===== src/rtl/ng_scaler_pkg.sv =====
// Shared constants and helpers for the generic AGC-style clock scaler.
package ng_scaler_pkg;

  localparam int unsigned DEF_PRE_DIV   = 10;
  localparam int unsigned DEF_CNT_W     = 17;
  localparam int unsigned DEF_NUM_TAPS  = 4;
  localparam int unsigned DEF_TAP_SEL_W = 5;
  localparam int unsigned DEF_BOOT_W    = 20;
  localparam int unsigned DEF_FAST_BOOT = 1;

  // Chain bit indices of the classic timer taps
  localparam int unsigned TAP_F10 = 9;
  localparam int unsigned TAP_F13 = 12;
  localparam int unsigned TAP_F17 = 16;

  function automatic logic tap_sel_ok(input int unsigned sel, input int unsigned cnt_w);
    return sel < cnt_w;
  endfunction

endpackage


===== src/rtl/ng_scaler_tap.sv =====
// One scaler channel: chain-bit select, rising-edge pulse and PEND/OVR handshake.
module ng_scaler_tap
  import ng_scaler_pkg::*;
#(
  parameter int unsigned CNT_W     = DEF_CNT_W,
  parameter int unsigned TAP_SEL_W = DEF_TAP_SEL_W
) (
  input  logic                 CLK_256K,
  input  logic                 NPURST,
  input  logic                 clr,
  input  logic [CNT_W-1:0]     fcnt,
  input  logic [TAP_SEL_W-1:0] tap_sel,
  input  logic                 tap_en,
  input  logic                 ack,
  output logic                 level,
  output logic                 pulse,
  output logic                 pend,
  output logic                 ovr
);

  logic                 bit_c;
  logic                 prev;
  logic [TAP_SEL_W-1:0] sel_q;

  // Mux the selected chain bit; out-of-range selects read as 0
  always_comb begin
    bit_c = 1'b0;
    for (int unsigned b = 0; b < CNT_W; b++) begin
      if (32'(tap_sel) == b) bit_c = fcnt[b];
    end
  end

  assign level = bit_c & tap_sel_ok(32'(tap_sel), CNT_W);

  always_ff @(posedge CLK_256K or negedge NPURST) begin
    if (!NPURST) begin
      prev  <= 1'b0;
      sel_q <= '0;
      pulse <= 1'b0;
      pend  <= 1'b0;
      ovr   <= 1'b0;
    end else if (clr) begin
      prev  <= 1'b0;
      sel_q <= tap_sel;
      pulse <= 1'b0;
      pend  <= 1'b0;
      ovr   <= 1'b0;
    end else begin
      prev  <= level;
      sel_q <= tap_sel;
      // A select change reloads prev without pulsing
      pulse <= tap_en & level & ~prev & (tap_sel == sel_q);
      if (pulse) begin
        pend <= 1'b1;
        if (pend & ~ack) ovr <= 1'b1;
      end else if (ack) begin
        pend <= 1'b0;
      end
    end
  end

endmodule


===== src/rtl/ng_scaler_gen.sv =====
// Prescaled frequency chain with boot accelerator and NUM_TAPS pulse channels.
module ng_scaler_gen
  import ng_scaler_pkg::*;
#(
  parameter int unsigned PRE_DIV   = DEF_PRE_DIV,
  parameter int unsigned CNT_W     = DEF_CNT_W,
  parameter int unsigned NUM_TAPS  = DEF_NUM_TAPS,
  parameter int unsigned TAP_SEL_W = DEF_TAP_SEL_W,
  parameter int unsigned BOOT_W    = DEF_BOOT_W,
  parameter int unsigned FAST_BOOT = DEF_FAST_BOOT
) (
  input  logic                          CLK_256K,
  input  logic                          NPURST,
  input  logic                          SCL_ENAB,
  input  logic                          CLR,
  input  logic [NUM_TAPS*TAP_SEL_W-1:0] TAP_SEL,
  input  logic [NUM_TAPS-1:0]           TAP_EN,
  input  logic [NUM_TAPS-1:0]           ACK,
  output logic                          MASTER_TICK,
  output logic [CNT_W-1:0]              FCNT,
  output logic [NUM_TAPS-1:0]           LEVEL,
  output logic [NUM_TAPS-1:0]           PULSE,
  output logic [NUM_TAPS-1:0]           PEND,
  output logic [NUM_TAPS-1:0]           OVR,
  output logic                          OVF,
  output logic                          BOOTED
);

  localparam int unsigned       MCNT_W    = (PRE_DIV > 1) ? $clog2(PRE_DIV) : 1;
  localparam logic [MCNT_W-1:0] MCNT_LAST = MCNT_W'(PRE_DIV - 1);

  logic [MCNT_W-1:0] mcnt;
  logic [BOOT_W-1:0] boot_cnt;
  logic              fast_c;

  assign fast_c      = (FAST_BOOT != 0) && !BOOTED;
  assign MASTER_TICK = SCL_ENAB & (fast_c | (mcnt == MCNT_LAST));

  // Power-up boot counter; immune to CLR
  always_ff @(posedge CLK_256K or negedge NPURST) begin
    if (!NPURST) begin
      boot_cnt <= '0;
      BOOTED   <= 1'b0;
    end else if (!BOOTED) begin
      if (boot_cnt == '1) BOOTED <= 1'b1;
      else                boot_cnt <= boot_cnt + BOOT_W'(1);
    end
  end

  always_ff @(posedge CLK_256K or negedge NPURST) begin
    if (!NPURST) begin
      mcnt <= '0;
    end else if (CLR) begin
      mcnt <= '0;
    end else if (SCL_ENAB) begin
      if (fast_c || MASTER_TICK) mcnt <= '0;
      else                       mcnt <= mcnt + MCNT_W'(1);
    end
  end

  // Frequency chain and registered wrap pulse
  always_ff @(posedge CLK_256K or negedge NPURST) begin
    if (!NPURST) begin
      FCNT <= '0;
      OVF  <= 1'b0;
    end else if (CLR) begin
      FCNT <= '0;
      OVF  <= 1'b0;
    end else begin
      OVF <= MASTER_TICK & (FCNT == '1);
      if (MASTER_TICK) FCNT <= FCNT + CNT_W'(1);
    end
  end

  for (genvar i = 0; i < NUM_TAPS; i++) begin : g_tap
    ng_scaler_tap #(
      .CNT_W     (CNT_W),
      .TAP_SEL_W (TAP_SEL_W)
    ) u_tap (
      .CLK_256K (CLK_256K),
      .NPURST   (NPURST),
      .clr      (CLR),
      .fcnt     (FCNT),
      .tap_sel  (TAP_SEL[i*TAP_SEL_W +: TAP_SEL_W]),
      .tap_en   (TAP_EN[i]),
      .ack      (ACK[i]),
      .level    (LEVEL[i]),
      .pulse    (PULSE[i]),
      .pend     (PEND[i]),
      .ovr      (OVR[i])
    );
  end

endmodule

===== config.mk =====
export PLATFORM = sky130hd
export DESIGN_NAME = ng_scaler_gen
export DESIGN_NICKNAME = d
export VERILOG_FILES = /design/src/rtl/ng_scaler_pkg.sv /design/src/rtl/ng_scaler_tap.sv /design/src/rtl/ng_scaler_gen.sv
export SDC_FILE = /design/constraint.sdc
export NUM_CORES = 1
export LEC_CHECK = 0
export CAP_MARGIN = 0
export CORE_ASPECT_RATIO = 0.9
export CORE_MARGIN = 2
export CORE_UTILIZATION = 59
export DETAILED_ROUTE_END_ITERATION = 10
export PLACE_DENSITY = 0.91
export SLEW_MARGIN = 25
export SYNTH_ARGS = -nofsm -noshare
export SYNTH_HDL_FRONTEND = slang
export SYNTH_SLANG_ARGS = --single-unit
export TNS_END_PERCENT = 1

===== constraint.sdc =====
create_clock -name CLK_256K -period 3.4 [get_ports CLK_256K]
set_input_delay 0.51 -clock CLK_256K [delete_from_list [all_inputs] [get_ports CLK_256K]]
set_output_delay 0.51 -clock CLK_256K [all_outputs]
set_load 0.02 [all_outputs]

== Word-level counts from Yosys, hierarchy flattened ==
Index checks and enable logic that the tools add are counted.
Storage, ports and cells
  register bits after elaboration: 79
  word-level logic and storage cells: 269
  output and inout bits: 36
  bits of input ports: 32
Cells by class
  equality and inequality tests: 71
  reductions and logical operators: 25
  bitwise gates (word level): 33
  order comparisons: 4
  add/sub/neg operators: 3
  muxes and demuxes: 108
Operators by type and width (count)
  5-bit by 4-bit equality test with 1-bit output, second input constant: 32
  1-bit two-way mux: 103
  5-bit by 3-bit equality test with 1-bit output, second input constant: 16
  5-bit by 2-bit equality test with 1-bit output, second input constant: 8
  17-bit two-way mux: 2
  1-bit bitwise AND: 22
  20-bit by 1-bit adder with 20-bit output, second input constant: 1
  20-bit equality test, second input constant: 1
  5-bit by 1-bit equality test with 1-bit output, second input constant: 4
  5-bit equality test: 4
  5-bit equality test, second input constant: 4
  5-bit zero test: 4
  5-bit < comparator, second input constant: 4
  2-bit nonzero test: 10
  17-bit by 1-bit adder with 17-bit output, second input constant: 1
  17-bit equality test, second input constant: 1
  4-bit two-way mux: 3
  3-bit nonzero test: 4
  1-bit inverter: 10
  2-bit AND reduction: 5
  4-bit by 1-bit adder with 4-bit output, second input constant: 1
  4-bit equality test, second input constant: 1
  1-bit zero test: 1
  1-bit logical OR: 1
  1-bit OR: 1

== Longest topological paths before layout ==
  depth in word-level cells: 23
  gate-level depth with buffers: 8
  depth with buffers taken out: 8

== Hierarchy ==
A second synthesis with hierarchy kept.
Second synthesis, totals
  cell total of the unflattened synthesis: 447
  area, all modules: 4560.6 sq um
Modules (own cells, without submodules)
  ng_scaler_gen: area an instance 2323.5 sq um, times used 1, sequential area each 1076.0 sq um, cells each 227
  ng_scaler_tap: area an instance 559.3 sq um, times used 4, sequential area each 225.2 sq um, cells each 55

== Worst setup path after synthesis ==
OpenSTA, ideal clock, no wires.
  path kind: input -> output
  from: input port TAP_SEL[15]
  to: output port LEVEL[3]
  arrival time: 1754 ps
  slack: 1136 ps
  path buffers: 2
  data required time: 2890 ps
  cell stages on the path: 7
  cells stage by stage: buf_4 -> mux2i_1 -> a2111oi_2 -> nor3_1 -> o41a_1 -> nor2_1 -> buf_4
Between the ends
  cells in the longest elaborated chain, start to end: 19
  elaborated cells between the ends (all ways): 36
  classes of those cells: 1 x order compare; 16 x eq/ne; 17 x mux; 1 x bitwise; 1 x reduce/logical
RTL lines
  start, declared: RTL line ng_scaler_gen.sv:16  | input logic [NUM_TAPS*TAP_SEL_W-1:0] TAP_SEL,
  5-bit zero test: RTL line ng_scaler_tap.sv:29  | if (32'(tap_sel) == b) bit_c = fcnt[b];
  1-bit two-way mux (17 in series): RTL line ng_scaler_tap.sv:29
  1-bit bitwise AND *: RTL line ng_scaler_tap.sv:33  | assign level = bit_c & tap_sel_ok(32'(tap_sel), CNT_W);
  end, declared: RTL line ng_scaler_gen.sv:21  | output logic [NUM_TAPS-1:0] LEVEL,
Every way passes the cells marked *; elsewhere a longest branch is shown, timed or not.

== Worst setup path after layout ==
  from: input port TAP_SEL[11]
  to: output port LEVEL[2]
Same word-level chain as after synthesis.

==> flow_summary_export.csv <==
group,metric,value,unit
status,outcome,"completed",
die,num_rows,30,
global_routing,grt_max_degree,80,
synthesis,yosysTopAreaCell,"dfrtp_1",
synthesis,ys_top_cells_by_area,"dfrtp_1 (43%), xor2_1 (5.7%), xnor2_1 (4.6%), nor2_1 (3.7%), buf_4 (2.9%)",
die,fp.dieW,96.93,um
setup_path,cp_max_fo,13,
placement,placed_cells,613,
global_routing,grt_util_met1,0.3399,
die,start_util,0.6078,
timing,fin_worst_skew,11.25,ps
timing,hold_viol_final,0,
detailed_routing,wl,11210,um
layout,drive_gt1_frac,0.09193,
die,die_y,87.64,um
pwr,p_int,0.001565,W
pwr,p_per_area,369.8,mW/mm^2
die,dieArea,0.008494,mm^2
pwr,p_leak,2.226,nW
clocking,cts.repair.resized,0,
synthesis,synth.top_cell.area_share,0.4311,
global_routing,grt_overflow,0,
setup_path,crit_buf_inv,2,
clocking,root_buffer,"clkbuf_8",
synthesis,synth_edf_count,0,
global_routing,grt_pass1_vias,3872,
global_routing,gr-usage-met3,0.05986,
global_routing,antenna_found_initial,0,
global_routing,grt_pass1_wl,18600,um
placement,place_congestion,0.9697,
pwr,clkPwrFrac,0.412,
layout,instances_no_fill,629,
clocking,hold_buffers,0,
detailed_routing,dr.pass1.iters,6,
setup_path,cp_data_required_time,2890,ps
detailed_routing,drtAntennaViolNets,0,
synthesis,synthArstFlopShare,1.000,
clocking,numCtsBuffers,9,
detailed_routing,drtIter0Drc,395,
synthesis,ys_seq_elements,79,
placement,port_buffers,67,
clocking,numClockSinks,79,
setup_path,cp.arrival,2870,ps
layout,fin_nets,565,
clocking,cts_tree,"done",
synthesis,ys_warn_count,0,
pwr,p_sw,0.0004727,W
layout,syn2layout_area_growth,20.14,%
setup_path,slowest_delay,630,ps
synthesis,syn_area,0.004586,mm^2
timing,tightest_slew,708.2,ps
synthesis,ys.flop_type,"dfrtp_1",
die,io_pins,68,
timing,setup_violations,0,
setup_path,worstSetupEndpointType,"output pin",
min_path,min_path_type,"primary input to asynchronous set/reset pin",
die,core_region_area,0.007545,mm^2
clocking,h-tree-depth,3,
global_routing,grt_use_total,0.2734,
synthesis,syn-instance-count,475,
timing,min_period,3380,ps
global_routing,use_met2,0.4729,
layout,diodes,0,
pwr,irDropWorstVdd,265.1,uV
detailed_routing,wl_per_cell,17.83,um
synthesis,synth.distinct_cells,68,
setup_path,path_cells,"clkdlybuf4s50_1 > a311oi_1 > a22oi_1 > o211ai_1 > nor2b_1 > clkdlybuf4s50_1",
setup_path,crit_slowest_cell,"clkdlybuf4s50_1",
clocking,post-cts-setup-buffers,0,
pwr,power_frac_comb,0.112,
timing,slew_headroom,0.5278,
timing,fmax,0.2959,GHz
timing,hold_ws,158.7,ps
setup_path,crit_type,"primary input to output pin",
synthesis,synth_nets,512,
pwr,power_frac_seq,0.476,
timing,grt_setup_unrepaired,"yes",
flow_run,drv_cap,0,
timing,fin_crit_sh,0.9940,
setup_path,cp_common_cell,"clkdlybuf4s50_1",
detailed_routing,vias,3893,
synthesis,syn_avg_cell_area,9.654,um^2
pwr,sw_frac_of_total,0.2320,
clocking,cts.reportedPaths.clkPinSlew,70,ps
placement,dpl.hpwl,7681,um
global_routing,grt_busiest_layer,"met2",
setup_path,start_kind,"primary input",
synthesis,synth_seq_area_share,0.4311,
setup_path,crit_family,"buffers and inverters",
clocking,clkLatencyLatePin,370,ps
timing,slew_violations,0,
clocking,clockBufferDepth,2,
detailed_routing,drc,0,
detailed_routing,vias_per_cell,6.189,
-- final cells by class --
type,count,area (um^2)
clock inverter,3,90.09
clock buffer,13,148.9
inverter,16,60.06
timing repair buffer,84,807.0
fill,535,2036
multi-input combinational,338,2306
tap,96,120.1
sequential,79,1977
-- final timing paths --
| check | startpoint | cells after the start | slack [ps] | to |
|---|---|---|---|---|
| max | TAP_SEL[11] | 6 | 20 | LEVEL[2] |
| min | NPURST | 1 | 160 | boot_cnt[1] |
| max reg2reg | mcnt[1] | 7 | 1350 | FCNT[14] |
| min reg2reg | boot_cnt[9] | 1 | 470 | boot_cnt[9] |
| max in group asynchronous | NPURST | 1 | 2750 | boot_cnt[15] |
| min in group CLK_256K | TAP_SEL[6] | 1 | 460 | g_tap[1].u_tap.sel_q[1] |
-- layer usage --
metal	wire length, um	share of wire
met1	4523	0.40
met2	5562	0.50
met3	867	0.077
met4	260	0.023
met5	0	0
-- synth_stat cells, drive strengths merged (2+ instances only) --
master and count:
nand3b 3, and4 6, o21ai 13, nor4 10
nand4b 5, o311ai 2, o211ai 4, mux2 3
xnor2 24, nand2b 5, nand2 35, o41ai 2
clkbuf 7, inv 15, nor3b 8, a22oi 3
xor2 30, buf 35, or4 3, a31oi 7
ha 5, a311oi 4, nand3 15, nor3 18
and2 4, or3 4, nor2b 13, mux2i 7
dfrtp 79, a211oi 4, a21oi 23, nor2 45
nand4 6, o2111ai 2, a2111oi 6
-- state kept, by name, summed over array words and instances, names as in the netlist --
name	cells
BOOTED	1
FCNT	17
OVF	1
boot_cnt	20
g_tap.u_tap.ovr	4
g_tap.u_tap.pend	4
g_tap.u_tap.prev	4
g_tap.u_tap.pulse	4
g_tap.u_tap.sel_q	20
mcnt	4
-- metrics by stage --
stage                     setup TNS, ps    util  worst slack, ps  power, W  cell area (um^2)
after detailed placement              0  0.6970            56.95  0.001213              5259
after floorplan                       0       -             1136  0.001105              4586
after CTS                             0  0.7287            51.24  0.002053              5498
after global routing             -181.4  0.7302           -104.7  0.002115              5509
after global placement                0  0.6970            114.0  0.001203              5259
final                                 0  0.7302            20.26  0.002037              5509
-- cells in the final DEF (no fill, tap or decap), types with 4 or more instances in the layout --
cell and n:
dfrtp_1 79, a311oi_1 4, buf_4 17, nand4_1 5
nand2b_1 5, nor3b_1 6, a211oi_1 4, xor2_1 30
clkbuf_8 10, o211ai_1 4, nor3_1 17, and4_1 6
nor2_1 45, nor4_1 9, ha_1 5, nor2b_1 13
and2_1 4, mux2i_1 7, xnor2_1 24, a21oi_1 21
inv_1 15, a31oi_1 6, or3_1 4, nand4b_1 5
nand2_1 35, nand3_1 14, o21ai_0 11, clkdlybuf4s50_1 63
-- logic make-up (layout without fill, tap and decap cells) --
logic type      after synthesis  after routing  synth area share
flops                        79             79            0.4311
mux                          11             11           0.02756
fa+ha+maj                     5              5           0.01364
compound gates               81             81            0.1340
buf+inv                      58            116           0.06603
xor+xnor                     54             54            0.1031
simple gates                187            187            0.2246
-- power by group through the flow --
stage               clock [W]  combinational [W]  sequential, W
floorplan                   0           0.000119       0.000986
global placement            0           0.000216       0.000987
detailed placement          0           0.000225       0.000988
CTS                  0.000856           0.000227       0.000970
global route         0.000894           0.000250       0.000971
finish               0.000839           0.000228       0.000970
-- worst reg2reg max path: cells and delay by family, from the launching register on --
kind	cells	cell delay, ps
buf+inv	1	80
simple gates	3	550
flops	1	440
fa+ha+maj	1	200
compound gates	1	510
xor+xnor	1	150
Note: power is estimated with default switching activity, not from simulation.
